[config.mk]
export PLATFORM = sky130hd
export DESIGN_NAME = prim_arbiter_wrr
export DESIGN_NICKNAME = d
export VERILOG_FILES = /design/src/rtl/prim_arbiter_wrr.sv
export SDC_FILE = /design/constraint.sdc
export NUM_CORES = 1
export LEC_CHECK = 0
export CORE_AREA = 2 2 139 141
export DETAILED_ROUTE_END_ITERATION = 10
export DIE_AREA = 0 0 141 143
export SKIP_CTS_REPAIR_TIMING = 1
export SLEW_MARGIN = 20
export SYNTH_ARGS = -nofsm -noshare
export SYNTH_HDL_FRONTEND = slang
export SYNTH_SLANG_ARGS = --single-unit
export TNS_END_PERCENT = 5
[constraint.sdc]
create_clock -name clk_i -period 12.4 [get_ports clk_i]
set_input_delay 2.48 -clock clk_i [delete_from_list [all_inputs] [get_ports clk_i]]
set_output_delay 2.48 -clock clk_i [all_outputs]
set_load 0.02 [all_outputs]
[src/rtl/prim_arbiter_wrr.sv]
// Weighted round-robin N:1 arbiter with packet lock and zero-latency data path.
// Ports: req/data/last/weight in per port; gnt/idx/valid/data/last/locked out; ready_i from sink.
module prim_arbiter_wrr #(
  parameter int unsigned N          = 8,
  parameter int unsigned DW         = 32,
  parameter int unsigned WW         = 4,
  parameter bit          EnDataPort = 1'b1,
  parameter bit          EnLock     = 1'b1
) (
  input  logic                       clk_i,
  input  logic                       rst_i,
  input  logic [N-1:0]               req_i,
  input  logic [N-1:0][DW-1:0]       data_i,
  input  logic [N-1:0]               last_i,
  input  logic [N-1:0][WW-1:0]       weight_i,
  output logic [N-1:0]               gnt_o,
  output logic [$clog2(N)-1:0]       idx_o,
  output logic                       valid_o,
  output logic [DW-1:0]              data_o,
  output logic                       last_o,
  input  logic                       ready_i,
  output logic                       locked_o
);

  localparam int unsigned IdxW = $clog2(N);

  logic [IdxW-1:0] ptr_q, ptr_d;
  logic [WW-1:0]   rem_q, rem_d;
  logic [WW-1:0]   wgt_q, wgt_d;
  logic            lock_q, lock_d;
  logic            hold_q, hold_d;

  logic            held;
  logic            cont;
  logic            srch_hit;
  logic [IdxW-1:0] srch_idx;
  logic [IdxW-1:0] sel;
  logic            sel_vld;
  logic            acc;
  logic            new_turn;
  logic            pkt_end;
  logic [WW-1:0]   eff;

  assign held = lock_q | hold_q;
  assign cont = !held && (rem_q != '0) && req_i[ptr_q];

  // Cyclic search starting after the last winner; the winner itself is last.
  always_comb begin
    logic [IdxW-1:0] cand;
    srch_hit = 1'b0;
    srch_idx = ptr_q;
    cand     = '0;
    for (int unsigned i = 1; i <= N; i++) begin
      cand = IdxW'((32'(ptr_q) + i) % N);
      if (!srch_hit && req_i[cand]) begin
        srch_hit = 1'b1;
        srch_idx = cand;
      end
    end
  end

  always_comb begin
    sel     = ptr_q;
    sel_vld = 1'b0;
    if (held) begin
      sel_vld = req_i[ptr_q];
    end else if (cont) begin
      sel_vld = 1'b1;
    end else begin
      sel     = srch_idx;
      sel_vld = srch_hit;
    end
  end

  // A held choice is a turn start exactly when rem_q was cleared at hold
  // time; a locked packet always has rem_q >= 1.
  assign new_turn = held ? (rem_q == '0) : !cont;
  assign acc      = sel_vld & ready_i;
  assign pkt_end  = EnLock ? last_i[sel] : 1'b1;
  assign eff      = (weight_i[sel] == '0) ? WW'(1) : weight_i[sel];

  always_comb begin
    ptr_d  = ptr_q;
    rem_d  = rem_q;
    wgt_d  = wgt_q;
    lock_d = lock_q;
    hold_d = hold_q;
    if (acc) begin
      ptr_d  = sel;
      hold_d = 1'b0;
      lock_d = !pkt_end;
      if (new_turn) begin
        wgt_d = eff;
        rem_d = eff - WW'(pkt_end);
      end else begin
        rem_d = rem_q - WW'(pkt_end);
      end
    end else if (sel_vld) begin
      hold_d = 1'b1;
      ptr_d  = sel;
      if (new_turn) rem_d = '0;
    end else if (!held && rem_q != '0 && !req_i[ptr_q]) begin
      rem_d = '0;
    end
  end

  always_ff @(posedge clk_i) begin
    if (rst_i) begin
      ptr_q  <= IdxW'(N - 1);
      rem_q  <= '0;
      wgt_q  <= '0;
      lock_q <= 1'b0;
      hold_q <= 1'b0;
    end else begin
      ptr_q  <= ptr_d;
      rem_q  <= rem_d;
      wgt_q  <= wgt_d;
      lock_q <= lock_d;
      hold_q <= hold_d;
    end
  end

  always_comb begin
    gnt_o = '0;
    for (int unsigned i = 0; i < N; i++) begin
      gnt_o[i] = !rst_i && acc && (sel == IdxW'(i));
    end
  end

  assign idx_o    = rst_i ? '0 : sel;
  assign valid_o  = !rst_i && sel_vld;
  assign last_o   = !rst_i && last_i[sel];
  assign locked_o = !rst_i && lock_q;
  assign data_o   = !EnDataPort ? '1 :
                    (rst_i ? '0 : data_i[sel]);

  a_gnt_oh: assert property (@(posedge clk_i) disable iff (rst_i)
    $onehot0(gnt_o));
  a_gnt_hs: assert property (@(posedge clk_i) disable iff (rst_i)
    (|gnt_o) |-> (valid_o && ready_i));
  a_hs_gnt: assert property (@(posedge clk_i) disable iff (rst_i)
    (valid_o && ready_i) |-> gnt_o[idx_o]);
  a_data: assert property (@(posedge clk_i) disable iff (rst_i)
    (valid_o && EnDataPort) |-> (data_o == data_i[idx_o]));
  a_held: assert property (@(posedge clk_i) disable iff (rst_i)
    held |-> (idx_o == ptr_q && req_i[ptr_q]));
  a_rem: assert property (@(posedge clk_i) disable iff (rst_i)
    rem_q <= wgt_q);

endmodule

## After elaboration in Yosys (flattened, before gate mapping)

Index checks and enable logic that the tools add are counted.

- Bits in latches: 0
- Bits of input ports: 307
- Bits in registers: 9
- Memories kept: 0
- Bits in writable memories: 0
- Memory bits (read-only): 0
- Logic and storage cells: 131

- Multiply operators: 0
- Bitwise operators: 2
- Mux-type cells: 55
- Reduce and logical (&&, ||, !) cells: 42
- Shift operators: 0
- Eq/ne operators: 8
- Order comparisons: 10
- $add $sub $neg: 10
- Divide/modulo/power cells: 0

Operator list:

| kind | number |
|---|---|
| 32-bit binary-select mux with 3-bit select | 1 |
| 32-bit 2-to-1 mux | 2 |
| 3-bit by 4-bit < comparator with 1-bit output (second input constant) | 10 |
| 3-bit 2-to-1 mux | 13 |
| 1-bit binary-select mux with 3-bit select | 10 |
| 4-bit 2-to-1 mux | 7 |
| 1-bit logical AND | 22 |
| 1-bit 2-to-1 mux | 21 |
| 3-bit adder (second input constant) | 4 |
| 4-bit binary-select mux with 3-bit select | 1 |
| 3-bit equality test (second input constant) | 4 |
| 1-bit zero test | 12 |
| 4-bit zero test | 2 |
| 4-bit by 1-bit subtractor with 4-bit output | 2 |
| 3-bit by 1-bit adder with 3-bit output (second input constant) | 2 |
| 3-bit by 2-bit adder with 3-bit output (second input constant) | 2 |
| 3-bit by 2-bit equality test with 1-bit output (second input constant) | 2 |
| 4-bit nonzero test | 1 |
| 3-bit by 1-bit equality test with 1-bit output (second input constant) | 1 |
| 3-bit zero test | 1 |
| 3-bit by 1-bit inequality test with 1-bit output (second input constant) | 1 |
| 3-bit nonzero test | 1 |
| 2-bit AND reduction | 1 |
| 2-bit nonzero test | 1 |
| 3 further kinds | 3 |

## Logic depth before layout (Yosys ltp)

Gate-level depths: netlist of run 1.

- Depth after elaboration: 34
- Depth in mapped cells: 23

## Worst setup path before layout of run 1

OpenSTA, ideal clock, no wires.

- Kind: in2out
- Start point: input port req_i[5]
- End point: output port data_o[0]
- Path buffers: 4
- Arrival time: 5596 ps
- Slack: 4324 ps
- Cell stages on the path: 13
- Data required time: 9920 ps
- Path through: clkbuf_1 mux4_2 or4_4 nand3b_4 a221o_1 nand2_2 buf_2 buf_2 buf_2 nand2_1 nand3_1 nand3_1 a21oi_1

- Word-level cells in the longest chain between the ends: 29
- Elaborated cells between the ends (all ways): 53
- Classes of those cells: mux: 38; reduce/logical: 15

Ends and longest elaborated chain:

| item | line | RTL |
|---|---|---|
| from (decl) | 12 | `input logic [N-1:0] req_i,` |
| 1-bit binary-select mux with 3-bit select | 55 | `if (!srch_hit && req_i[cand]) begin` |
| 1-bit 2-to-1 mux (implied by the code) | 55 |  |
| 1-bit 2-to-1 mux | 55 |  |
| 1-bit zero test | 55 |  |
| 1-bit logical AND | 55 |  |
| 1-bit 2-to-1 mux | 55 |  |
| 1-bit zero test | 55 |  |
| 1-bit logical AND | 55 |  |
| [... 13 more ...] | -- |  |
| 1-bit zero test | 55 |  |
| 1-bit logical AND | 55 |  |
| 3-bit 2-to-1 mux | 55 |  |
| 3-bit 2-to-1 mux (*) | 67 | `end else if (cont) begin` |
| 3-bit 2-to-1 mux (*) | 65 | `if (held) begin` |
| 32-bit binary-select mux with 3-bit select (*) | 135 | `(rst_i ? '0 : data_i[sel]);` |
| 32-bit 2-to-1 mux (implied by the code) (*) | 135 |  |
| 32-bit 2-to-1 mux (*) | 135 |  |
| to (decl) | 19 | `output logic [DW-1:0] data_o,` |

Every way passes the cells marked *; elsewhere a longest branch is shown, timed or not. The select of a mux whose other input is x is not followed.

## Final worst setup path of run 1

- Start point: input port req_i[4]
- End point: output port last_o

- Word-level cells in the longest chain between the ends: 29
- Elaborated cells between the ends (all ways): 53
- Classes of those cells: mux: 37; reduce/logical: 16

Ends and longest elaborated chain:

| item | line | RTL |
|---|---|---|
| 1-bit binary-select mux with 3-bit select | 55 |  |
| 1-bit 2-to-1 mux (implied by the code) | 55 |  |
| 1-bit 2-to-1 mux | 55 |  |
| 1-bit zero test | 55 |  |
| 1-bit logical AND | 55 |  |
| 1-bit 2-to-1 mux | 55 |  |
| 1-bit zero test | 55 |  |
| 1-bit logical AND | 55 |  |
| [... 13 more ...] | -- |  |
| 1-bit zero test | 55 |  |
| 1-bit logical AND | 55 |  |
| 3-bit 2-to-1 mux | 55 |  |
| 3-bit 2-to-1 mux (*) | 67 |  |
| 3-bit 2-to-1 mux (*) | 65 |  |
| 1-bit binary-select mux with 3-bit select (*) | 132 | `assign last_o = !rst_i && last_i[sel];` |
| 1-bit 2-to-1 mux (implied by the code) (*) | 132 |  |
| 1-bit logical AND (*) | 132 |  |
| to (decl) | 20 | `output logic last_o,` |

Marks and branches as above.

==> metrics, run 1 <==
status=finished, final reports clean; Starting Density=24.1%; reg2reg path depth=18; Final Skew=0.00178 ns; die width=141 microns; max-slew violations=0; Yosys top cell by area=nand2_1; compound-gate portion of the synthesized area=14.9%; Diodes inserted=0; RSZ-0062 raised after global routing=no; RD Place Congestion=0.930; syn nets=1112; crit end category=output port; I/O Buffers=352; Final ANT Viol Nets=0; CTS buffer count=3; initial antenna violation count=3; Finish-stage setup viols=0; number of synthesized register bits=9; DRT Pass-1 Iters=7; Hold/Removal Path Class=flop to flop; CP max FO=95; Post-Synthesis Cells=802; CP Data Arrival Time=7.57 ns; synthesis-to-finish area growth=81.1%; hold path endpoint=rem_q[1]; all-layer global routing usage=23.2%; worst r2r src=ptr_q[1]; top_reg_cell synth=dfxtp_1; largest family of logic cells by synthesized area=simple AND/OR/NAND/NOR gates; Adder-Cell Fraction of Synth Area=0.837%; max_slew headroom=30.0%; Die Y=143 microns; io pins=353; TNS Setup=0 ns; htree depth=1; Final Hold Fails=0; Post-Synth XOR/XNOR Area=0.753%; CTS tree=done; Core Area=18600 sq um; Synth top cells by count=nand2_1 (290), nand3_1 (205), clkbuf_1 (42), a21oi_1 (39), nor2_1 (26); HPWL after DPL=19.3 mm; mux cell area share after synthesis=14.3%; Min-Delay Path Depth=2; Final Cycle Share=81.1%; largest stage delay on the critical path=0.76 ns; worst-case clock buffer depth=2; clock root cell=clkbuf_16; FF-to-FF End=rem_q[3]; worst skew pair latency=0.24 ns; first-pass GRT wire length=36.8 mm; Hold Startpoint=rem_q[1]; clock transition at the registers of the reported paths=0.04 ns; fmax=0.0995 GHz; layout cell share with drive strength beyond 1=5.22%; clock sinks=9; post-synth top area share=24.3%; CP Class=input pin to output port; min Tclk post-route=10.05 ns; Worst Path Required=9.92 ns; reg2reg setup slack=5.36 ns; count leader, synth=nand2_1; vias per cell=5.07; sequential area share after synthesis=4.02%; largest cells by area after synthesis=nand2_1 (24%), nand3_1 (23%), mux4_2 (8.0%); FP Rows=50; wire per inst=19.0 microns; post-synth cell types=64; worst slew pin tran=1.05 ns; CP cell instances=clkdlybuf4s50_1 -> mux2i_1 -> mux4_2 -> a32o_1 -> a21o_4 -> a221o_1 -> nand2_4 -> buf_4 -> nand2_1 -> nand3_1 -> nand3_1 -> nand2_1 -> nor2b_1 -> clkdlybuf4s50_1; asr flop ratio synth=0%; largest net degree at the start of global routing=96; vias in the first global route=6476; slowest CP cell=nand2_4; simple-gate area share of the yosys netlist=57.3%; fill count=2005; final WL=25.2 mm; Die ar.=20200 sq um; CP Launch Type=input pin; Ys Warns=0; Max Cap Violations=0; fin nets=1402; Initial DRC Count=367; DR vias=6715; Post-Synthesis Cell Area=4490 sq um; total grt overflow=0; # DRC=0; EDFF count, synth=0; Avg Cell Area, Syn=5.59 sq um
registers in the layout, indices dropped and copies added, names as in the netlist:
register and count:
hold_q 1, lock_q 1, ptr_q 3, rem_q 4
stage by stage:
| stage | setup WS, ns | hold slack, ns | util [%] | instances | area [sq um] |
|---|---|---|---|---|---|
| final | 2.35 | 0.516 | 43.7 | 1325 | 8120 |
| after global routing | 2.00 | 0.528 | 43.7 | 1325 | 8120 |
| after CTS | 2.32 | 0.511 | 43.7 | 1325 | 8120 |
| after detailed placement | 2.34 | 0.500 | 43.3 | 1321 | 8040 |
| after global placement | 2.40 | 0.489 | 43.3 | 1321 | 8040 |
| after floorplan | 4.32 | 0.465 | - | 802 | 4490 |
cells by family (layout without fill, tap and decap cells):
| family | after synthesis | in the layout |
|---|---|---|
| DFF | 9 | 9 |
| AOI/OAI and AO/OA | 89 | 89 |
| and+or+nand+nor | 574 | 574 |
| xor gates and xnor gates | 3 | 3 |
| buffers and inverters | 81 | 370 |
| adders and majority gates | 3 | 3 |
| muxes | 43 | 43 |
worst max path at each step:
stage,startpoint,endpoint,slack [ns],cells after the start
floorplan,req_i[5],data_o[0],4.32,13
global placement,req_i[3],last_o,2.40,13
detailed placement,req_i[3],last_o,2.34,13
CTS,req_i[4],last_o,2.32,13
global route,req_i[4],last_o,2.00,13
finish,req_i[4],last_o,2.35,14
metal layers:
| metal | GRT usage, % | vias to the layer above | wire, microns |
|---|---|---|---|
| met2 | 41.6 | 267 | 12900 |
| li1 | - | 3382 | - |
| met4 | 4.32 | 6 | 435 |
| met1 | 28.6 | 3026 | 10000 |
| met3 | 5.47 | 34 | 1750 |
| met5 | 0 | - | 38 |
cell type report:
class                      instances  area [sq um]  area share, %
clock buffer                       4          78.8          0.971
multi-input combinational        712          3960           48.8
sequential                         9           180           2.22
timing repair buffer             358          3580           44.0
inverter                           8          30.0          0.370
tap                              234           293           3.60
layout by cell type, fill, tap and decap left out, drive strengths merged, types with 4 or more instances in the layout:
cell type	n
clkdlybuf4s50	351
nand2	291
nand3	205
a21oi	39
nor2	30
mux2i	20
nor3	18
mux4	16
dfxtp	9
o21ai	9
inv	8
mux2	7
buf	7
nand2b	5
a221oi	5
a22oi	5
nor2b	4
clkbuf	4
worst max-delay path: cells and delay by family:
kind / cells / cell delay, ns
buffers and inverters: 3 / 1.91
AND/OR/NAND/NOR: 6 / 1.36
AO/OA/AOI/OAI: 3 / 1.05
multiplexers: 2 / 0.69
Power of run 1 is not shown: default switching activity piles up to over one toggle a cycle in this logic, so the estimate is an artifact.
==> run 2: changes to the inputs <==
==> constraint.sdc (replaced) <==
create_clock -name clk_i -period 9.8 [get_ports clk_i]
set_input_delay 1.96 -clock clk_i [delete_from_list [all_inputs] [get_ports clk_i]]
set_output_delay 1.96 -clock clk_i [all_outputs]
set_load 0.02 [all_outputs]
==> run 2 against run 1 <==
  * Clock skew grew 0.00053 ns
  * Utilization grew 0.46 points
  * Routed wire length is essentially flat
  * Global-route usage shrank 0.14 points
  * Highest routed layer unchanged
==> metrics, run 2 (same netlist as run 1, synthesis figures left out) <==
max-slew violations=0 (unchanged); fmax=0.118 GHz; max_slew headroom=30.6% (was 30.0%); CP Data Arrival Time=6.54 ns (was 7.57 ns); TNS Setup=0 ns (unchanged); all-layer global routing usage=23.1% (was 23.2%); min Tclk post-route=8.50 ns; Largest Register=rem_q (unchanged); final WL=25.2 mm (about the same); Hold/Removal Path Class=flop to flop (unchanged); RSZ-0062 raised after global routing=no (unchanged); fin nets=1411 (was 1402); Cell Area, Placed=8120 sq um (was 8040 sq um); die width=141 microns (unchanged); DRT Pass-1 Iters=5 (was 7); vias per cell=5.06 (was 5.07); Final ANT Viol Nets=0 (unchanged); design area=8210 sq um (was 8120 sq um); Final Non-Filler Cells=1336 (was 1325); clock root cell=clkbuf_16 (unchanged); Core Area=18600 sq um (unchanged); worst slew pin tran=1.04 ns (was 1.05 ns); most common cell after layout, fill and taps aside=clkdlybuf4s50_1 (unchanged); clock transition at the registers of the reported paths=0.04 ns (about the same); Starting Density=24.1% (unchanged); Die Y=143 microns (unchanged); # DRC=0 (unchanged); crit end category=output port (unchanged); synthesis-to-finish area growth=83.0% (was 81.1%); RD Place Congestion=0.953 (was 0.930); total grt overflow=0 (unchanged); status=finished, final reports clean (unchanged); Buf+Inv Stages, Crit Path=3 (unchanged); CTS buffer count=3 (unchanged); HPWL after DPL=19.8 mm (was 19.3 mm); layout cell share with drive strength beyond 1=6.09% (was 5.22%); Initial DRC Count=392 (was 367); worst r2r src=ptr_q[1] (unchanged); Max Cap Violations=0 (unchanged); Hold Startpoint=rem_q[1] (unchanged); slowest CP cell=and2_2 (was nand2_4); DP Cell Count=1330 (was 1321); wire per inst=18.8 microns (was 19.0 microns); Final Cycle Share=86.8%; htree depth=1 (unchanged); worst-case clock buffer depth=2 (unchanged); io pins=353 (unchanged); Worst Path Required=7.84 ns (was 9.92 ns); Final Util=44.2% (was 43.7%); largest stage delay on the critical path=0.83 ns (was 0.76 ns); first-pass GRT wire length=36.6 mm (was 36.8 mm); Die ar.=20200 sq um (unchanged); CP top delay family=buffers and inverters (unchanged); CP startpoint=req_i[5] (was req_i[4]); CP Class=input pin to output port (unchanged); worst skew pair latency=0.24 ns (about the same); I/O Buffers=352 (unchanged); clock sinks=9 (unchanged); top flop regs=rem_q x4, ptr_q x3 (unchanged); FP Rows=50 (unchanged); CP cell instances=clkdlybuf4s50_1 -> mux2i_1 -> mux4_2 -> a32oi_1 -> or4_1 -> o22a_1 -> and2_2 -> buf_4 -> nand3_1 -> nand3_1 -> a21oi_1 -> clkdlybuf4s50_1 (was clkdlybuf4s50_1 -> mux2i_1 -> mux4_2 -> a32o_1 -> a21o_4 -> a221o_1 -> nand2_4 -> buf_4 -> nand2_1 -> nand3_1 -> nand3_1 -> nand2_1 -> nor2b_1 -> clkdlybuf4s50_1); initial antenna violation count=6 (was 3); most frequent cells in the layout=clkdlybuf4s50_1 (351), nand2_1 (289), nand3_1 (205), a21oi_1 (39), nor2_1 (26) (unchanged); Final Skew=0.00230 ns (was 0.00178 ns); DR vias=6763 (was 6715); CP Launch Type=input pin (unchanged); Final Hold Fails=0 (unchanged); largest net degree at the start of global routing=55 (was 96); Finish-stage setup viols=0 (unchanged); vias in the first global route=6408 (was 6476); CP max FO=47 (was 95); max reg flops=4 (unchanged); CTS tree=done (unchanged)
[run 2: cell count changes in the layout (fill, tap and decap cells not counted)]
cell / delta
buf_4: +8
diode_2: +2
buf_12: +1
clkbuf_1: -1
clkinv_2: +1
[run 2: worst paths after layout]
check	end	slack, ns	cells past startpoint
hold / removal	rem_q[1]	0.51	2
setup / recovery	data_o[24]	1.30	12
setup reg to reg	rem_q[3]	3.25	17
hold reg to reg	rem_q[1]	0.51	2
[run 2: worst min-delay path: stages, from the launching register on]
cell,delay [ns]
dfxtp_1,0.34
nand2_1,0.07
nand2_1,0.05
[run 2: through the flow]
step                setup WS, ns  hold WS [ns]
floorplan                   2.76         0.465
global placement            1.40         0.491
detailed placement          1.33         0.494
CTS                         1.32         0.500
global route                1.00         0.552
finish                      1.30         0.505
[run 2: layer usage]
layer	wire, microns	vias to the layer above	global-route usage, %	part of all wire, %
met3	1860	31	5.80	7.4
met4	455	6	4.89	1.8
met5	41	-	0	0.16
met1	10100	3066	28.4	40
li1	-	3406	-	-
met2	12700	254	40.7	50
[run 2: area by class of cell]
type	count	area, sq um
diodes	2	5.00
clock buffers	3	75.1
clock inverters	1	5.00
fillers	1974	10400
inverters	8	30.0
multi-input cells	712	3960
flip-flops and latches	9	180
well taps	234	293
repair buffers	367	3660
Power of run 2 is left out for the same reason.
==> run 3: changes to the inputs <==
--- a/config.mk
+++ b/config.mk
@@ -8,6 +8,7 @@
 export CORE_AREA = 2 2 139 141
 export DETAILED_ROUTE_END_ITERATION = 10
 export DIE_AREA = 0 0 141 143
+export HOLD_SLACK_MARGIN = 0.15
 export SKIP_CTS_REPAIR_TIMING = 1
 export SLEW_MARGIN = 20
 export SYNTH_ARGS = -nofsm -noshare
==> results of run 3 <==
Same layout as run 2: the final DEF is identical, and so are final timing and power.
Power of run 3 is left out for the same reason.
